===== src/rtl/ita_package.sv =====
// Shared constants and types for the softmax reciprocal divider bank.
// The division stage imports these so that lane count and widths stay consistent.
package ita_package;

    localparam int unsigned NumDiv              = 16;
    localparam int unsigned SoftmaxAccDataWidth = 19;
    localparam int unsigned DividerWidth        = 16;
    localparam int unsigned DivDividendExp      = 16;

    typedef enum logic [1:0] {
        IDLE = 2'd0,
        BUSY = 2'd1,
        DONE = 2'd2
    } div_state_e;

endpackage


===== src/rtl/ita_serdiv_lane.sv =====
// One radix-2 restoring serial divider lane computing a saturated floor(2^DividendExp / d).
// It has a request and a result valid/ready handshake, and clear aborts it back to IDLE.
module ita_serdiv_lane
    import ita_package::*;
#(
    parameter int unsigned AccWidth    = SoftmaxAccDataWidth,
    parameter int unsigned DivWidth    = DividerWidth,
    parameter int unsigned DividendExp = DivDividendExp
) (
    input  logic                clk_i,
    input  logic                rst_ni,
    input  logic                clear_i,
    input  logic [AccWidth-1:0] div_inp,
    input  logic                in_valid,
    output logic                in_ready,
    output logic                out_valid,
    input  logic                out_ready,
    output logic [DivWidth-1:0] quotient,
    output logic                busy
);

    localparam int unsigned CntWidth = $clog2(DividendExp + 1);
    localparam logic [CntWidth-1:0] CntInit = CntWidth'(DividendExp);

    div_state_e state_reg, state_next;

    logic [AccWidth-1:0]  divisor_reg;
    logic [AccWidth:0]    rem_reg;
    logic [AccWidth:0]    rem_shift;
    logic [AccWidth:0]    rem_sub;
    logic [DividendExp:0] quo_reg;
    logic [CntWidth-1:0]  cnt_reg;
    logic                 accept;
    logic                 dividend_bit;
    logic                 quo_bit;

    assign accept       = (state_reg == IDLE) && in_valid;
    // The dividend is 2^DividendExp, so its only set bit is the first one shifted in.
    assign dividend_bit = (cnt_reg == CntInit);
    assign rem_shift    = {rem_reg[AccWidth-1:0], dividend_bit};
    assign quo_bit      = (rem_shift >= {1'b0, divisor_reg});
    assign rem_sub      = rem_shift - {1'b0, divisor_reg};

    always_ff @(posedge clk_i or negedge rst_ni) begin
        if (!rst_ni) begin
            state_reg <= IDLE;
        end else begin
            state_reg <= state_next;
        end
    end

    always_comb begin
        state_next = state_reg;
        if (clear_i) begin
            state_next = IDLE;
        end else begin
            case (state_reg)
                IDLE: if (in_valid) state_next = (div_inp == '0) ? DONE : BUSY;
                BUSY: if (cnt_reg == '0) state_next = DONE;
                DONE: if (out_ready) state_next = IDLE;
                default: state_next = IDLE;
            endcase
        end
    end

    always_ff @(posedge clk_i or negedge rst_ni) begin
        if (!rst_ni) begin
            divisor_reg <= '0;
            rem_reg     <= '0;
            quo_reg     <= '0;
            cnt_reg     <= '0;
        end else if (!clear_i) begin
            if (accept) begin
                divisor_reg <= div_inp;
                rem_reg     <= '0;
                quo_reg     <= (div_inp == '0) ? '1 : '0;
                cnt_reg     <= CntInit;
            end else if (state_reg == BUSY) begin
                rem_reg <= quo_bit ? rem_sub : rem_shift;
                quo_reg <= {quo_reg[DividendExp-1:0], quo_bit};
                if (cnt_reg != '0) cnt_reg <= cnt_reg - CntWidth'(1);
            end
        end
    end

    always_comb begin
        in_ready  = 1'b0;
        out_valid = 1'b0;
        quotient  = '0;
        busy      = (state_reg != IDLE);
        case (state_reg)
            IDLE: in_ready = 1'b1;
            DONE: begin
                out_valid = 1'b1;
                quotient  = (|quo_reg[DividendExp:DivWidth]) ? '1 : quo_reg[DivWidth-1:0];
            end
            default: ;
        endcase
    end

endmodule


===== src/rtl/ita_softmax_div.sv =====
// Bank of independent serial dividers that turns softmax row sums into saturated reciprocals.
// Lanes share the divisor bus and are served round-robin upstream, so no arbitration is needed here.
module ita_softmax_div
    import ita_package::*;
#(
    parameter int unsigned NumDiv_      = NumDiv,
    parameter int unsigned AccWidth     = SoftmaxAccDataWidth,
    parameter int unsigned DivWidth     = DividerWidth,
    parameter int unsigned DividendExp  = DivDividendExp
) (
    input  logic                                 clk_i,
    input  logic                                 rst_ni,
    input  logic                                 clear_i,
    input  logic [AccWidth-1:0]                  div_inp_i,
    input  logic [NumDiv_-1:0]                   div_valid_i,
    output logic [NumDiv_-1:0]                   div_ready_o,
    output logic [NumDiv_-1:0]                   div_valid_o,
    input  logic [NumDiv_-1:0]                   div_ready_i,
    output logic [NumDiv_-1:0][DivWidth-1:0]     div_oup_o,
    output logic                                 busy_o
);

    logic [NumDiv_-1:0] lane_busy;

    for (genvar gi = 0; gi < NumDiv_; gi++) begin : gen_lane
        ita_serdiv_lane #(
            .AccWidth   (AccWidth),
            .DivWidth   (DivWidth),
            .DividendExp(DividendExp)
        ) u_lane (
            .clk_i    (clk_i),
            .rst_ni   (rst_ni),
            .clear_i  (clear_i),
            .div_inp  (div_inp_i),
            .in_valid (div_valid_i[gi]),
            .in_ready (div_ready_o[gi]),
            .out_valid(div_valid_o[gi]),
            .out_ready(div_ready_i[gi]),
            .quotient (div_oup_o[gi]),
            .busy     (lane_busy[gi])
        );
    end

    assign busy_o = |lane_busy;

endmodule


===== config.mk =====
export PLATFORM = sky130hd
export DESIGN_NAME = ita_softmax_div
export DESIGN_NICKNAME = d
export VERILOG_FILES = /design/src/rtl/ita_package.sv /design/src/rtl/ita_serdiv_lane.sv /design/src/rtl/ita_softmax_div.sv
export SDC_FILE = /design/constraint.sdc
export NUM_CORES = 2
export LEC_CHECK = 0
export ABC_AREA = 1
export CAP_MARGIN = 0
export CELL_PAD_IN_SITES_DETAIL_PLACEMENT = 1
export CELL_PAD_IN_SITES_GLOBAL_PLACEMENT = 2
export CORE_AREA = 2 2 436 438
export DETAILED_ROUTE_END_ITERATION = 10
export DIE_AREA = 0 0 438 440
export PLACE_DENSITY = 0.85
export SLEW_MARGIN = 40
export SYNTH_ARGS = -nofsm -noshare
export SYNTH_HDL_FRONTEND = slang
export SYNTH_SLANG_ARGS = --single-unit

===== constraint.sdc =====
create_clock -name clk_i -period 3.1 [get_ports clk_i]
set_clock_uncertainty 0.05 [all_clocks]
set_input_delay 0.62 -clock clk_i [delete_from_list [all_inputs] [get_ports clk_i]]
set_output_delay 0.62 -clock clk_i [all_outputs]
set_load 0.01 [all_outputs]

# --- Word level (Yosys, flattened, before mapping) ---
# Cells that the tools add are included.
totals:
  reg_bits: 992
  in_bits: 54
  output_inout_bits: 289
  word_cells: 677
op_classes:
  addsub: 32
  magnitude_cmp: 16
  eq_ne: 96
  n_mux: 274
  bitwise: 1
  reduce_logical: 178
op_table:
  columns: ["cell", "count"]
  rows:
  - ["19-bit two-way mux", 48]
  - ["17-bit two-way mux", 33]
  - ["16-bit two-way mux", 32]
  - ["20-bit by 19-bit greater-or-equal comparator with 1-bit output", 16]
  - ["19-bit subtractor", 16]
  - ["5-bit two-way mux", 48]
  - ["2-bit two-way mux", 65]
  - ["3-bit != test (second input constant)", 32]
  - ["2-bit case mux with 3 select lines", 16]
  - ["3-bit AND reduction", 32]
  - ["2-bit nonzero test", 48]
  - ["5-bit equality test (second input constant)", 16]
  - ["5-bit logical NOT", 16]
  - ["5-bit nonzero test", 16]
  - ["5-bit by 1-bit subtractor with 5-bit output (second input constant)", 16]
  - ["2-bit AND reduction", 32]
  - ["3-bit by 2-bit != test with 1-bit output (second input constant)", 16]
  - ["2-bit by 1-bit equality test with 1-bit output (second input constant)", 16]
  - ["2-bit equality test (second input constant)", 16]
  - ["2-bit logical NOT", 16]
  - ["1-bit two-way mux", 32]
  - ["19-bit logical NOT", 1]
  - ["1-bit logical AND", 16]
  - ["16-bit OR reduction", 1]
  - ["1-bit NOT", 1]

# --- Depth between registers and ports, before layout ---
logic_depth:
  depth_word: 5
  depth_mapped: 18
  depth_no_buf: 17

# --- Cells and area by module ---
# From an unflattened synthesis, not the netlist that was laid out.
unflattened:
  cells_unflattened: 10057
  hier_area_um2: 69207.6
by_module_without_submodules:
  columns: ["mod", "instances", "cells_per_inst", "area_each_um2", "seq_area_each_um2"]
  rows:
  - ["ita_serdiv_lane at gen_lane[10].u_lane ...", 12, 628, 4304.1, 1551.5]
  - ["ita_serdiv_lane at gen_lane[0].u_lane ...", 2, 625, 4360.4, 1551.5]
  - ["ita_serdiv_lane at gen_lane[9].u_lane", 1, 633, 4483.0, 1551.5]
  - ["ita_serdiv_lane at gen_lane[8].u_lane", 1, 623, 4297.9, 1551.5]
  - ["ita_softmax_div", 1, 15, 56.3, 0.0]

# --- Worst setup path before layout ---
# OpenSTA, ideal clock, no wires.
synth_timing:
  kind: "reg-to-reg"
  from: "register gen_lane[15].u_lane.cnt_reg[0]"
  to: "register gen_lane[15].u_lane.rem_reg[7]"
  setup_ps: 83
  arrival_ps: 2453
  required_ps: 2967
  path_slack_ps: 515
  stages_incl_launch_ff: 16
  n_path_buf: 2
  period_less_slack_ps: 2585
  path_cell_list: "dfrtp_1 > inv_1 > ha_1 > nand3_1 > ha_1 > fa_1 > nand3b_1 > nand2_1 > nand3_1 > nand3_1 > nand2_1 > buf_2 > buf_2 > nand3_1 > nand3_1 > o21ai_0"
synth_via:
  elab_chain_cells: 5
  elab_cells_between_ends: 6
  cone_classes: "add/sub: 1; order compare: 1; eq/ne: 1; mux: 3"
synth_lines:
  columns: ["item", "line_no", "rtl"]
  rows:
  - ["start, declared", "ita_serdiv_lane.sv:32", "logic [CntWidth-1:0] cnt_reg;"]
  - ["start signal, assigned", "ita_serdiv_lane.sv:77", "cnt_reg <= CntInit;"]
  - ["start signal, assigned", "ita_serdiv_lane.sv:81", "if (cnt_reg != '0) cnt_reg <= cnt_reg - CntWidth'(1);"]
  - ["5-bit equality test *", "ita_serdiv_lane.sv:39", "assign dividend_bit = (cnt_reg == CntInit);"]
  - ["19-bit subtractor or 20-bit by 19-bit greater-or-equal comparator with 1-bit output (tied branches)", "ita_serdiv_lane.sv:42, ita_serdiv_lane.sv:41", null]
  - ["19-bit two-way mux *", "ita_serdiv_lane.sv:79", "rem_reg <= quo_bit ? rem_sub : rem_shift;"]
  - ["19-bit two-way mux *", "ita_serdiv_lane.sv:78", "end else if (state_reg == BUSY) begin"]
  - ["19-bit two-way mux *", "ita_serdiv_lane.sv:73", "if (accept) begin"]
  - ["end signal, assigned", "ita_serdiv_lane.sv:79", null]
  - ["end, declared", "ita_serdiv_lane.sv:28", "logic [AccWidth:0] rem_reg;"]
# Mark *: on every way between the ends. The rest lies on a longest branch, timed or not. The select of a mux whose other input is x is not followed.
# A chain may end at the register's enable or synchronous reset.

# --- Worst setup path after layout ---
layout_timing:
  from: "register gen_lane[15].u_lane.state_reg[1]"
  to: "output port busy_o"
layout_via:
  elab_chain_cells: 2
layout_lines:
  columns: ["item", "line_no", "rtl"]
  rows:
  - ["start, declared", "ita_serdiv_lane.sv:25", "div_state_e state_reg, state_next;"]
  - ["start signal, assigned", "ita_serdiv_lane.sv:48", "state_reg <= state_next;"]
  - ["2-bit nonzero test", "ita_serdiv_lane.sv:90", "busy = (state_reg != IDLE);"]
  - ["16-bit OR reduction", "ita_softmax_div.sv:44", "assign busy_o = |lane_busy;"]
  - ["end, declared", "ita_softmax_div.sv:20", "output logic busy_o"]
# Every way passes these cells.

==> metrics.md <==
| Metric | Value |
|---|---|
| Area grow syn2layout | 18.3% |
| DRC | 0 |
| Vias/cell | 5.07 |
| CP max-delay cell | or4_4 |
| Nets | 10,200 |
| Avg Synthesized Cell Area | 6.99 µm² |
| Clk_lat worst skew | 0.77 ns |
| Buffer and inverter count on the worst path | 1 |
| Cell family with most CP delay | simple AND/OR/NAND/NOR gates |
| Die ar. | 0.193 mm² |
| Library cells used by synthesis | 47 |
| Gpl congestion | 0.920 |
| Initial Util | 34.7% |
| Antenna Violating Nets Remaining | 0 |
| Final period util | 101% |
| Count leader, synth | nand2_1 |
| Ys Warns | 0 |
| Dominant cell type by area after synthesis | dfrtp_1 |
| Total CTS buffers | 119 |
| H-tree depth | 3 |
| Seq cells post-synth | 992 |
| Hpwl dp | 171,000 µm |
| Drt first pass iters | 7 |
| Setup TNS | -0.0395 ns |
| Fill count | 23,800 |
| HP Class | in -> reg |
| Primary FF master, synth | dfrtp_1 |
| Syn Inst Count | 9,374 |
| Post-synthesis sequential area ratio | 37.9% |
| Synthesized area | 0.0655 mm² |
| Total grt overflow | 0 |
| CTS clk-pin slew, worst paths | 0.06 ns |
| Maximum number of pins on one net before global-route repair | 114 |
| Total power | 93.2 mW |
| Total number of vias | 62,900 |
| Final Critical Period | 3.14 ns |
| Final count of pins violating max slew | 0 |
| DIE WIDTH | 438 µm |
| Ratio of cells with drive above 1 in the final layout | 7.21% |
| DR WL/cell | 18.8 µm |
| First-pass GRT wire length | 372,000 µm |
| Final setup viols | 1 |
| Top cells by area, synth | dfrtp_1 38%, nand2_1 17%, inv_1 9.0% |
| Post-synth top cells | 2,921 x nand2_1, 1,569 x inv_1, 992 x dfrtp_1 |
| Root Driver | clkbuf_16 |
| PortBufs | 342 |
| Reg2Reg Setup Slack | 0.19 ns |
| Startpoint Class | flop |
| Critical Path Sink Type | output port |
| Crit-path max cell delay | 0.61 ns |
| PwrDens | 1200 mW/mm² |
| Status | finished with violations |
| CP Max Fanout | 4 |
| Initial antenna violation count | 15 |
| Buffer levels on the longest clock path | 3 |
| 1st-iter DRT viols | 3,170 |
| Failing checks | negative setup slack |
| Crit Path Class | reg -> out |
| RSZ-0062 raised after global routing | true |
| Post-synth top area share | 37.9% |
| Core area | 0.189 mm² |
| PnR worst setup slack | -0.0395 ns |
| Final hold viol count | 0 |
| Max-slew headroom | 40.4% |
| Maximum VDD drop | 0.000610 V |
| F_max | 0.319 GHz |
| Row count | 160 |
| TritonCTS clock tree | yes |
| Total Routed Length | 234,000 µm |
| Slew of the pin with the lowest slew margin | 0.894 ns |
| Number of global-route vias before repair | 66,400 |
| Number of synthesized flops with an enable pin | 0 |
| Leakage power | 41.0 nW |
| CP Data Arrival Time | 2.47 ns |
| IO Pins | 343 |
| Crit path required time | 2.43 ns |
| Synthesized net count | 9,780 |
| Post-synth ARST share | 100% |
| Vertical die dimension | 440 µm |
| Total clock sinks | 992 |
| Critical Path, Cell by Cell | nor2_4 > nand4_1 > or4_4 > buf_6 |
| Max-cap check violation count | 0 |
| GRT Util Overall | 24.1% |
-- repair_timing --
item	4_1_cts	5_1_grt
hold buffers	1	0
buffers inserted	6	11
gates cloned	0	4
pin swaps	6	6
endpoints found under the hold margin	13	0
setup endpoints to repair	247	285
gates resized for setup	129	92
-- path summary, 6_finish.rpt --
| check | from | endpoint | cells past startpoint |
|---|---|---|---|
| max reg2reg | gen_lane[5].u_lane.cnt_reg[0] | gen_lane[5].u_lane.rem_reg[7] | 16 |
| max | gen_lane[15].u_lane.state_reg[1] | busy_o | 4 |
| min | div_inp_i[9] | gen_lane[13].u_lane.divisor_reg[9] | 3 |
| max in group asynchronous | rst_ni | gen_lane[8].u_lane.quo_reg[10] | 3 |
| min in group asynchronous | rst_ni | gen_lane[1].u_lane.cnt_reg[4] | 2 |
| min reg2reg | gen_lane[10].u_lane.rem_reg[18] | gen_lane[10].u_lane.rem_reg[18] | 2 |
-- worst min-delay path, cell delays in order --
cell,delay (ns)
buf_2,0.09
inv_1,0.15
o21ai_0,0.20
-- power breakdown --
| part | switching (mW) | internal (mW) | leakage, nW |
|---|---|---|---|
| Combinational | 37.3 | 19.7 | 26.0 |
| Sequential | 2.79 | 17.6 | 12.8 |
| Clock | 6.07 | 9.66 | 2.15 |
-- layout make-up --
type	instances	area (µm²)	area share [%]
well taps	2511	3140	4.05
multi-input cells	6439	33400	43.1
diodes	7	17.5	0.0226
clock inverters	61	941	1.21
repair buffers	614	5620	7.24
clock buffers	161	3470	4.48
flip-flops and latches	992	24800	32.0
inverters	1612	6090	7.86
-- cells in the final DEF, fill, tap and decap left out, types with 38 or more instances in the layout --
cell | Yosys | final
nand3_1 | 773 | 771
xor2_1 | 62 | 62
nand4_1 | 62 | 62
dfrtp_1 | 992 | 988
inv_1 | 1569 | 1561
a21oi_1 | 487 | 473
xnor2_1 | 94 | 94
nand3b_1 | 128 | 128
o221ai_1 | 192 | 192
a22oi_1 | 68 | 68
ha_1 | 336 | 329
nand2_2 | 33 | 38
clkbuf_16 | 0 | 123
nor3_1 | 112 | 112
buf_4 | 52 | 247
o21ai_0 | 482 | 481
dlygate4sd2_1 | 0 | 59
clkdlybuf4s50_1 | 0 | 228
nand2_1 | 2921 | 2905
nor2_1 | 458 | 438
-- stage by stage --
stage | std cells | utilization, % | hold slack, ns | setup slack [ns] | area [µm²]
2_1_floorplan | 9374 | - | 0.274 | 0.515 | 65500
3_3_place_gp | 12100 | 38.5 | 0.413 | 0.110 | 72500
3_5_place_dp | 12100 | 38.5 | 0.420 | 0.0383 | 72500
4_1_cts | 12400 | 40.9 | 0.244 | -0.167 | 77100
5_1_grt | 12400 | 41.1 | 0.300 | -0.0804 | 77500
6_report | 12400 | 41.1 | 0.305 | -0.0395 | 77500
-- layer usage --
| layer | track usage [%] | part of all wire [%] | up-vias | wire (µm) |
|---|---|---|---|---|
| met4 | 8.49 | 3.4 | 2 | 7880 |
| met5 | 0 | 0.0051 | - | 12 |
| met3 | 2.81 | 3.4 | 318 | 8030 |
| met2 | 41.1 | 48 | 929 | 111000 |
| met1 | 31.4 | 46 | 31000 | 107000 |
| li1 | - | - | 30700 | - |
-- kinds of logic (layout without fill, tap and decap cells) --
group / Yosys count / after routing / synth area share, %
AND/OR/NAND/NOR: 4589 / 4593 / 29.6
buffers and inverters: 1947 / 2448 / 11.7
AO/OA/AOI/OAI: 1338 / 1338 / 11.8
flip-flops: 992 / 992 / 37.9
adder cells (fa/ha/maj): 352 / 352 / 6.90
XOR/XNOR: 156 / 156 / 2.09
other: 0 / 7 / 0
Note: power is estimated with default switching activity, not from simulation.
